$ cat src/rtl/umem_fetch_arbiter.sv
// Unified-memory front end: instruction prefetch queue plus data/fetch arbiter sharing one memory port.
// Optional macro UMEM_PERF_EN adds saturating fetch/data/kill event counters.
module umem_fetch_arbiter #(
  parameter int ADDR_W    = 32,
  parameter int DATA_W    = 32,
  parameter int IR_W      = 16,
  parameter int PFQ_DEPTH = 4
) (
  input  logic              i_clk,
  input  logic              i_rst,
  input  logic              i_redirect,
  input  logic [ADDR_W-1:0] i_redirect_pc,
  output logic              o_ir_valid,
  output logic [IR_W-1:0]   o_ir,
  output logic [ADDR_W-1:0] o_ir_pc,
  input  logic              i_ir_ready,
  input  logic              i_d_req,
  input  logic              i_d_we,
  input  logic [ADDR_W-1:0] i_d_addr,
  input  logic [DATA_W-1:0] i_d_wdata,
  output logic [DATA_W-1:0] o_d_rdata,
  output logic              o_d_done,
  output logic              o_mem_req,
  output logic              o_mem_we,
  output logic [ADDR_W-1:0] o_mem_addr,
  output logic [DATA_W-1:0] o_mem_wdata,
  input  logic [DATA_W-1:0] i_mem_rdata,
  input  logic              i_mem_ack,
  output logic [1:0]        o_dbg_state
`ifdef UMEM_PERF_EN
  ,
  output logic [31:0]       o_fetch_cnt,
  output logic [31:0]       o_data_cnt,
  output logic [31:0]       o_kill_cnt
`endif
);

  // Handshakes: the queue head transfers when o_ir_valid & i_ir_ready at a clock edge;
  // o_mem_req holds its command stable until the edge where i_mem_ack is seen high;
  // i_d_req holds its command until the cycle o_d_done pulses.

  localparam int BYTES = DATA_W / 8;
  localparam int OFF_W = (BYTES > 1) ? $clog2(BYTES) : 1;
  localparam int PTR_W = $clog2(PFQ_DEPTH);
  localparam int CNT_W = PTR_W + 1;
  localparam logic [ADDR_W-1:0] PC_STEP   = ADDR_W'(IR_W / 8);
  localparam logic [ADDR_W-1:0] WORD_MASK = ~ADDR_W'(BYTES - 1);

  typedef enum logic [1:0] {
    S_IDLE  = 2'd0,
    S_FETCH = 2'd1,
    S_DATA  = 2'd2
  } state_t;

  state_t            state, state_nxt;
  logic [ADDR_W-1:0] pc;
  logic [PTR_W-1:0]  rd_ptr, wr_ptr;
  logic [CNT_W-1:0]  count;
  logic              in_flight;
  logic              kill;
  logic              d_done_q;
  logic [IR_W-1:0]   q_ir [PFQ_DEPTH];
  logic [ADDR_W-1:0] q_pc [PFQ_DEPTH];

  logic              d_req_eff, fetch_room;
  logic              issue_data, issue_fetch;
  logic              fetch_ack, data_ack, fetch_drop, push, pop;
  logic [OFF_W-1:0]  byte_off;
  logic [IR_W-1:0]   fetch_ir;

  // The request is still high during its own done cycle; it must not start a second access.
  assign d_req_eff   = i_d_req & ~d_done_q;
  assign fetch_room  = (count + CNT_W'(in_flight)) < CNT_W'(PFQ_DEPTH);
  assign issue_data  = (state == S_IDLE) & d_req_eff;
  assign issue_fetch = (state == S_IDLE) & ~d_req_eff & (fetch_room | i_redirect);
  assign fetch_ack   = (state == S_FETCH) & i_mem_ack;
  assign data_ack    = (state == S_DATA) & i_mem_ack;
  assign fetch_drop  = fetch_ack & (kill | i_redirect);
  assign push        = fetch_ack & ~fetch_drop;
  assign pop         = o_ir_valid & i_ir_ready & ~i_redirect;

  assign byte_off = pc[OFF_W-1:0] & OFF_W'(BYTES - 1);
  assign fetch_ir = IR_W'(i_mem_rdata >> {byte_off, 3'b000});

  always_ff @(posedge i_clk or negedge i_rst) begin
    if (!i_rst) state <= S_IDLE;
    else        state <= state_nxt;
  end

  always_comb begin
    state_nxt = state;
    case (state)
      S_IDLE: begin
        if (issue_data)       state_nxt = S_DATA;
        else if (issue_fetch) state_nxt = S_FETCH;
      end
      S_FETCH: if (i_mem_ack) state_nxt = S_IDLE;
      S_DATA:  if (i_mem_ack) state_nxt = S_IDLE;
      default: state_nxt = S_IDLE;
    endcase
  end

  always_comb begin
    o_mem_req   = (state != S_IDLE);
    o_ir_valid  = (count != '0);
    o_ir        = o_ir_valid ? q_ir[rd_ptr] : '0;
    o_ir_pc     = o_ir_valid ? q_pc[rd_ptr] : '0;
    o_d_done    = d_done_q;
    o_dbg_state = state;
  end

  // Memory command is latched at issue so a redirect during FETCH cannot disturb it.
  always_ff @(posedge i_clk or negedge i_rst) begin
    if (!i_rst) begin
      o_mem_we    <= 1'b0;
      o_mem_addr  <= '0;
      o_mem_wdata <= '0;
    end else if (issue_data) begin
      o_mem_we    <= i_d_we;
      o_mem_addr  <= i_d_addr & WORD_MASK;
      o_mem_wdata <= i_d_wdata;
    end else if (issue_fetch) begin
      o_mem_we    <= 1'b0;
      o_mem_addr  <= (i_redirect ? i_redirect_pc : pc) & WORD_MASK;
      o_mem_wdata <= '0;
    end
  end

  always_ff @(posedge i_clk or negedge i_rst) begin
    if (!i_rst) begin
      pc        <= '0;
      kill      <= 1'b0;
      in_flight <= 1'b0;
    end else begin
      if (i_redirect) pc <= i_redirect_pc;
      else if (push)  pc <= pc + PC_STEP;
      if (fetch_ack)                          kill <= 1'b0;
      else if (i_redirect && state == S_FETCH) kill <= 1'b1;
      if (issue_fetch)    in_flight <= 1'b1;
      else if (fetch_ack) in_flight <= 1'b0;
    end
  end

  always_ff @(posedge i_clk or negedge i_rst) begin
    if (!i_rst) begin
      rd_ptr <= '0;
      wr_ptr <= '0;
      count  <= '0;
    end else if (i_redirect) begin
      rd_ptr <= '0;
      wr_ptr <= '0;
      count  <= '0;
    end else begin
      if (push) wr_ptr <= wr_ptr + PTR_W'(1);
      if (pop)  rd_ptr <= rd_ptr + PTR_W'(1);
      count <= count + CNT_W'(push) - CNT_W'(pop);
    end
  end

  always_ff @(posedge i_clk) begin
    if (push) begin
      q_ir[wr_ptr] <= fetch_ir;
      q_pc[wr_ptr] <= pc;
    end
  end

  always_ff @(posedge i_clk or negedge i_rst) begin
    if (!i_rst) begin
      d_done_q  <= 1'b0;
      o_d_rdata <= '0;
    end else begin
      d_done_q <= data_ack;
      if (data_ack) o_d_rdata <= o_mem_we ? '0 : i_mem_rdata;
    end
  end

`ifdef UMEM_PERF_EN
  always_ff @(posedge i_clk or negedge i_rst) begin
    if (!i_rst) begin
      o_fetch_cnt <= '0;
      o_data_cnt  <= '0;
      o_kill_cnt  <= '0;
    end else begin
      if (push && o_fetch_cnt != '1)       o_fetch_cnt <= o_fetch_cnt + 32'd1;
      if (d_done_q && o_data_cnt != '1)    o_data_cnt  <= o_data_cnt + 32'd1;
      if (fetch_drop && o_kill_cnt != '1)  o_kill_cnt  <= o_kill_cnt + 32'd1;
    end
  end
`endif

endmodule

$ cat config.mk
export PLATFORM = sky130hd
export DESIGN_NAME = umem_fetch_arbiter
export DESIGN_NICKNAME = d
export VERILOG_FILES = /design/src/rtl/umem_fetch_arbiter.sv
export SDC_FILE = /design/constraint.sdc
export NUM_CORES = 1
export LEC_CHECK = 0
export ABC_CLOCK_PERIOD_IN_PS = 3400
export CORE_MARGIN = 5
export CORE_UTILIZATION = 50
export CTS_BUF_LIST = sky130_fd_sc_hd__clkbuf_2 sky130_fd_sc_hd__clkbuf_4 sky130_fd_sc_hd__clkbuf_8
export DETAILED_ROUTE_END_ITERATION = 8
export HOLD_SLACK_MARGIN = 0.05
export PLACE_DENSITY = 0.86
export SYNTH_ARGS = -nofsm -noshare
export SYNTH_HDL_FRONTEND = slang
export SYNTH_SLANG_ARGS = --single-unit
$ cat constraint.sdc
create_clock -name i_clk -period 3.4 [get_ports i_clk]
set_clock_uncertainty 0.1 [all_clocks]
set_input_delay 0.68 -clock i_clk [delete_from_list [all_inputs] [get_ports i_clk]]
set_output_delay 0.68 -clock i_clk [all_outputs]
set_load 0.005 [all_outputs]
==> run metrics, run 1 <==
boundary pin count=285; die width=181 microns; Clock Pin Slew Worst Setup and Hold Paths=0.06 ns; reg2reg start=count[2]; Crit. End Element=primary output; post-CTS setup buffers=0; Starting Density=0.507; nets=1490; post-route minimum period=3.24 ns; Clock Latency Late Sink=0.57 ns; hold path cells=2; Die Span Y=181 microns; Slew Viols, Final=0; Synthesis Warnings=0; root buf cell=clkbuf_8; crit path max fanout=39; Pre-antenna DRT Iters=5; CP max stage cell=dfrtp_2; CP max stage delay=0.55 ns; Peak Freq=309 MHz; DRT antenna net count=0; max cap viols=0; unrepaired setup endpoints after global routing=false; final setup vio count=0; flop2flop setup slack=0.82 ns; antenna violations before repair=3; most frequent cells in the layout=278 x clkdlybuf4s50_1, 192 x edfxtp_1, 137 x dfrtp_1, 96 x nand2_1, 57 x and2_1; GRT Util Overall=0.226; hold_ws=0.377 ns; depth of the CTS H-tree=2; Setup crit start kind=register; GP Congestion=0.910; CTS Buffer Depth=3; CTS tree=built; Vias/cell=5.73; Final Cycle Share=0.953; placed cell count=1675; Hold Fails Final Rpt=0; Layout Cells excl Fill=1770; overflow left after global routing=0; critical path arrival=2.46 ns; die area=32600 sq um; row count=62; total CTS buffers=50; cell area after synthesis=14500 sq um; vias in the first global route=10400; post-synthesis sequential area ratio=0.636; worst hold endpoint=o_d_rdata[0]; Area Overhead vs Synth=30.1%; number of port buffers=280; HPWL after detailed placement=26400 microns; crit path launch=rd_ptr[1]; Vias=10100; Routed WL=37800 microns; first-pass GRT wire length=58600 microns; Hold Crit Class=register to register; syn_area_per_cell=13.8 sq um; top_reg_cell synth=edfxtp_1; terminus of the critical flop-to-flop path=count[2]; Yosys reg bits=331; R2R depth=10; Setup CP Type=register to primary output; Power Dens Cells=730 nW/um^2; layout cell share with drive strength beyond 1=0.137; largest net degree at the start of global routing=66; Syn Inst Count=1055; Hold Path Origin=o_d_rdata[0]; Fillers=2001; clock sinks=331; Max VDD drop=0.502 mV; asr flop ratio synth=0.420; status=finished clean; critical path, cell by cell=buf_12 > mux4_2 > and2_1 > clkdlybuf4s50_1; wire length per cell=21.4 microns; core area=28700 sq um; WP data required=2.62 ns; slew margin rel.=0.211; DRC=0; total leakage power=7.08 nW; commonest non-fill, non-tap cell in the layout=clkdlybuf4s50_1; Post-synth EDFFs=192; Worst Max-Slew Pin Slew=1.18 ns; drt initial violations=896; post-synth cell types=62; Final TNS setup=0 ns
==> cell families after synthesis <==
kind of cell / Yosys count / share of synthesized area
flip-flops: 331 / 0.636
XOR/XNOR: 11 / 0.00662
adder cells (fa/ha/maj): 11 / 0.00998
other: 1 / 0.000258
multiplexers: 88 / 0.109
buffers and inverters: 111 / 0.0306
AO/OA/AOI/OAI: 196 / 0.0955
AND/OR/NAND/NOR: 306 / 0.112
==> worst max path at each step <==
stage / endpoint / slack (ns) / cells after the start
floorplan: count[2] / 0.23 / 12
global placement: pc[30] / 0.45 / 5
detailed placement: pc[30] / 0.40 / 5
CTS: o_ir_pc[5] / 0.09 / 4
global route: o_ir_pc[5] / 0.03 / 4
finish: o_ir_pc[19] / 0.16 / 4
==> layout make-up <==
| cell class | count | area (sq um) | share of cell area |
|---|---|---|---|
| multi-input cells | 614 | 4870 | 0.258 |
| diodes | 2 | 5.00 | 0.000264 |
| flip-flops and latches | 331 | 9250 | 0.489 |
| clock buffers | 75 | 907 | 0.0479 |
| repair buffers | 311 | 3140 | 0.166 |
| clock inverters | 17 | 135 | 0.00714 |
| inverters | 36 | 135 | 0.00714 |
| well taps | 384 | 480 | 0.0254 |
==> metrics by stage <==
step	power [mW]	instance area, sq um	setup slack, ns	util
after CTS	13.9	18900	0.0925	0.659
after global placement	10.4	17900	0.454	0.622
after detailed placement	10.5	17900	0.403	0.622
after floorplan	7.91	14500	0.227	-
final	13.8	18900	0.159	0.659
after global routing	14.6	18900	0.0264	0.659
==> registers in the layout (all words and copies together), names as in the netlist <==
name / flops
count: 3
in_flight: 1
kill: 1
o_d_done: 1
o_d_rdata: 32
o_dbg_state: 2
o_mem_addr: 30
o_mem_wdata: 32
o_mem_we: 1
pc: 32
q_ir: 64
q_pc: 128
rd_ptr: 2
wr_ptr: 2
==> synthesized netlist by cell type, drive strengths merged, types with 3 or more instances <==
cell type,instances,share of area
edfxtp,192,0.40
dfrtp,139,0.24
nand2,96,0.025
and2,57,0.025
mux4,56,0.087
clkbuf,55,0.014
o21ai,53,0.018
nand2b,40,0.017
a22o,35,0.021
inv,35,0.0090
nor2,28,0.0072
mux2i,26,0.018
o221ai,23,0.014
buf,20,0.0070
a21oi,15,0.0052
nand3,15,0.0052
nand4,14,0.0065
and3,10,0.0043
ha,10,0.0086
o22ai,9,0.0039
and4,8,0.0048
nor2b,8,0.0034
o31ai,8,0.0041
a22oi,7,0.0036
xor2,7,0.0042
a31oi,6,0.0026
mux2,6,0.0046
or3,6,0.0026
a21boi,5,0.0026
a311oi,5,0.0030
nor3,5,0.0017
nor4,5,0.0022
a211oi,4,0.0021
a221o,4,0.0028
o211ai,4,0.0021
or4,4,0.0021
xnor2,4,0.0024
a21o,3,0.0015
nand3b,3,0.0015
==> critical path: cells and delay by family, from the launching register on <==
family | cells | cell delay [ns]
buf+inv | 2 | 0.75
mux | 1 | 0.38
simple gates | 1 | 0.19
flops | 1 | 0.55
==> metal layers <==
layer,global-route usage,share of wire
met1,0.305,0.40
met3,0.0610,0.095
met4,0.0832,0.032
met2,0.356,0.47
met5,0,0.00018
==> timing repair <==
item,CTS,global route
setup endpoints to repair,10,0
endpoints found under the hold margin,56,0
gates resized for setup,2,0
hold buffers,1,0
==> where the power goes <==
part,switching [mW],internal [mW]
clock,1.48,1.86
sequential,0.656,5.07
combinational,2.06,2.69
total,4.20,9.62
No activity file was read; power rests on OpenSTA's default activity.
==> run 2, diff against run 1 <==
- CAP_MARGIN: not set -> 15
==> run 2 against run 1 <==
  * Worst setup slack worse by 0.0066 ns
  * Core utilization barely moved
  * First-iteration DRC count grew 2.3%
  * Global-route usage is the same
  * Flip-flop and latch count did not move
==> run metrics, run 2 (synthesis gave the netlist of run 1 again) <==
Reg area=9250 sq um; hold_ws=0.379 ns; HPWL after detailed placement=26400 microns; Hold Crit Class=register to register; drt initial violations=917; Power Dens Cells=730 nW/um^2; WL met1=15300 microns; max reg flops=128; crit path launch=rd_ptr[1]; nets=1491; Worst Setup EP=o_ir_pc[19]; Die Span Y=181 microns; Hold Fails Final Rpt=0; number of port buffers=280; depth of the CTS H-tree=2; die area=32600 sq um; GP Congestion=0.910; post-route minimum period=3.25 ns; unrepaired setup endpoints after global routing=false; crit path max fanout=39; antenna violations before repair=3; Setup CP Type=register to primary output; Setup crit start kind=register; top flop regs=q_pc x128, q_ir x64; vias in the first global route=10400; Max VDD drop=0.502 mV; Fillers=1998; commonest non-fill, non-tap cell in the layout=clkdlybuf4s50_1; Final Cycle Share=0.955; Vias=10100; row count=62; Clock Pin Slew Worst Setup and Hold Paths=0.06 ns; critical path arrival=2.47 ns; WP data required=2.62 ns; Worst Max-Slew Pin Slew=1.01 ns; DRC=0; Clock Latency Late Sink=0.57 ns; Largest Register=q_pc; GRT Util Overall=0.226; status=finished clean; layout cell share with drive strength beyond 1=0.137; boundary pin count=285; multi-input logic area=4870 sq um; Crit. End Element=primary output; largest net degree at the start of global routing=66; max cap viols=0; Routed WL=37900 microns; core area=28700 sq um; first-pass GRT wire length=58600 microns; Final TNS setup=0 ns; flop2flop setup slack=0.83 ns; most frequent cells in the layout=278 x clkdlybuf4s50_1, 192 x edfxtp_1, 137 x dfrtp_1, 96 x nand2_1, 57 x and2_1; DR WL met3=3460 microns; Starting Density=0.507; clock sinks=331; Area Overhead vs Synth=30.2%; root buf cell=clkbuf_8; total leakage power=7.08 nW; CTS Buffer Depth=3; CTS tree=built; wire length on met2=18000 microns; Pre-antenna DRT Iters=5; terminus of the critical flop-to-flop path=count[2]; Final Core Density=0.660; die width=181 microns; Slew Viols, Final=0; DRT antenna net count=0; Vias/cell=5.71; slew margin rel.=0.322; R2R depth=10; wire length per cell=21.4 microns; overflow left after global routing=0; reg2reg start=count[2]; final setup vio count=0; post-CTS setup buffers=0; Top Metal Used=met5; total CTS buffers=50; Peak Freq=308 MHz
-- run 2: changes by cell type in the layout (fill, tap and decap cells not counted), sizes merged --
| cell | change |
|---|---|
| buf | +1 |
-- run 2: report_power, final --
part / switching, mW / leakage [nW] / total (mW) / internal (mW)
combinational: 2.06 / 3.06 / 4.75 / 2.69
sequential: 0.656 / 3.46 / 5.73 / 5.07
clock: 1.48 / 0.558 / 3.35 / 1.86
total: 4.20 / 7.08 / 13.8 / 9.63
-- run 2: per-stage QoR --
step	setup slack (ns)	instances	total power, mW	instance area [sq um]
final	0.152	1771	13.8	18900
after global routing	0.0264	1771	14.6	18900
after CTS	0.0925	1768	13.9	18900
after detailed placement	0.403	1675	10.5	17900
after global placement	0.454	1675	10.4	17900
after floorplan	0.227	1056	7.91	14500
-- run 2: critical path: stages (launching register included) --
cell and delay (ns):
dfrtp_2 0.55, buf_12 0.29, mux4_2 0.37, and2_1 0.19, clkdlybuf4s50_1 0.46
-- run 2: layout make-up --
type / instances / area share
multi-input cells: 614 / 0.257
inverters: 36 / 0.00714
clock inverters: 17 / 0.00714
well taps: 384 / 0.0254
diodes: 2 / 0.000264
flip-flops and latches: 331 / 0.488
repair buffers: 312 / 0.166
clock buffers: 75 / 0.0479
-- run 2: timing repair --
action / CTS / global route
endpoints found under the setup margin: 10 / 0
resized for setup: 2 / 0
hold buffers: 1 / 0
hold endpoints to repair: 56 / 0
-- run 2: worst min path at each step --
stage	slack [ns]	start	cells after the start	endpoint
4_1_cts	0.38	o_d_rdata[9]	2	o_d_rdata[9]
3_3_place_gp	0.36	o_d_rdata[9]	2	o_d_rdata[9]
5_1_grt	0.40	in_flight	2	in_flight
3_5_place_dp	0.37	o_d_rdata[9]	2	o_d_rdata[9]
2_1_floorplan	0.28	i_rst	0	count[0]
6_report	0.38	o_d_rdata[0]	2	o_d_rdata[0]
-- run 2: per-layer routing --
layer  track usage  vias to the layer above
met2         0.356                      504
met5             0                        -
li1              -                     4573
met1         0.305                     4958
met4        0.0832                        2
met3        0.0610                       83
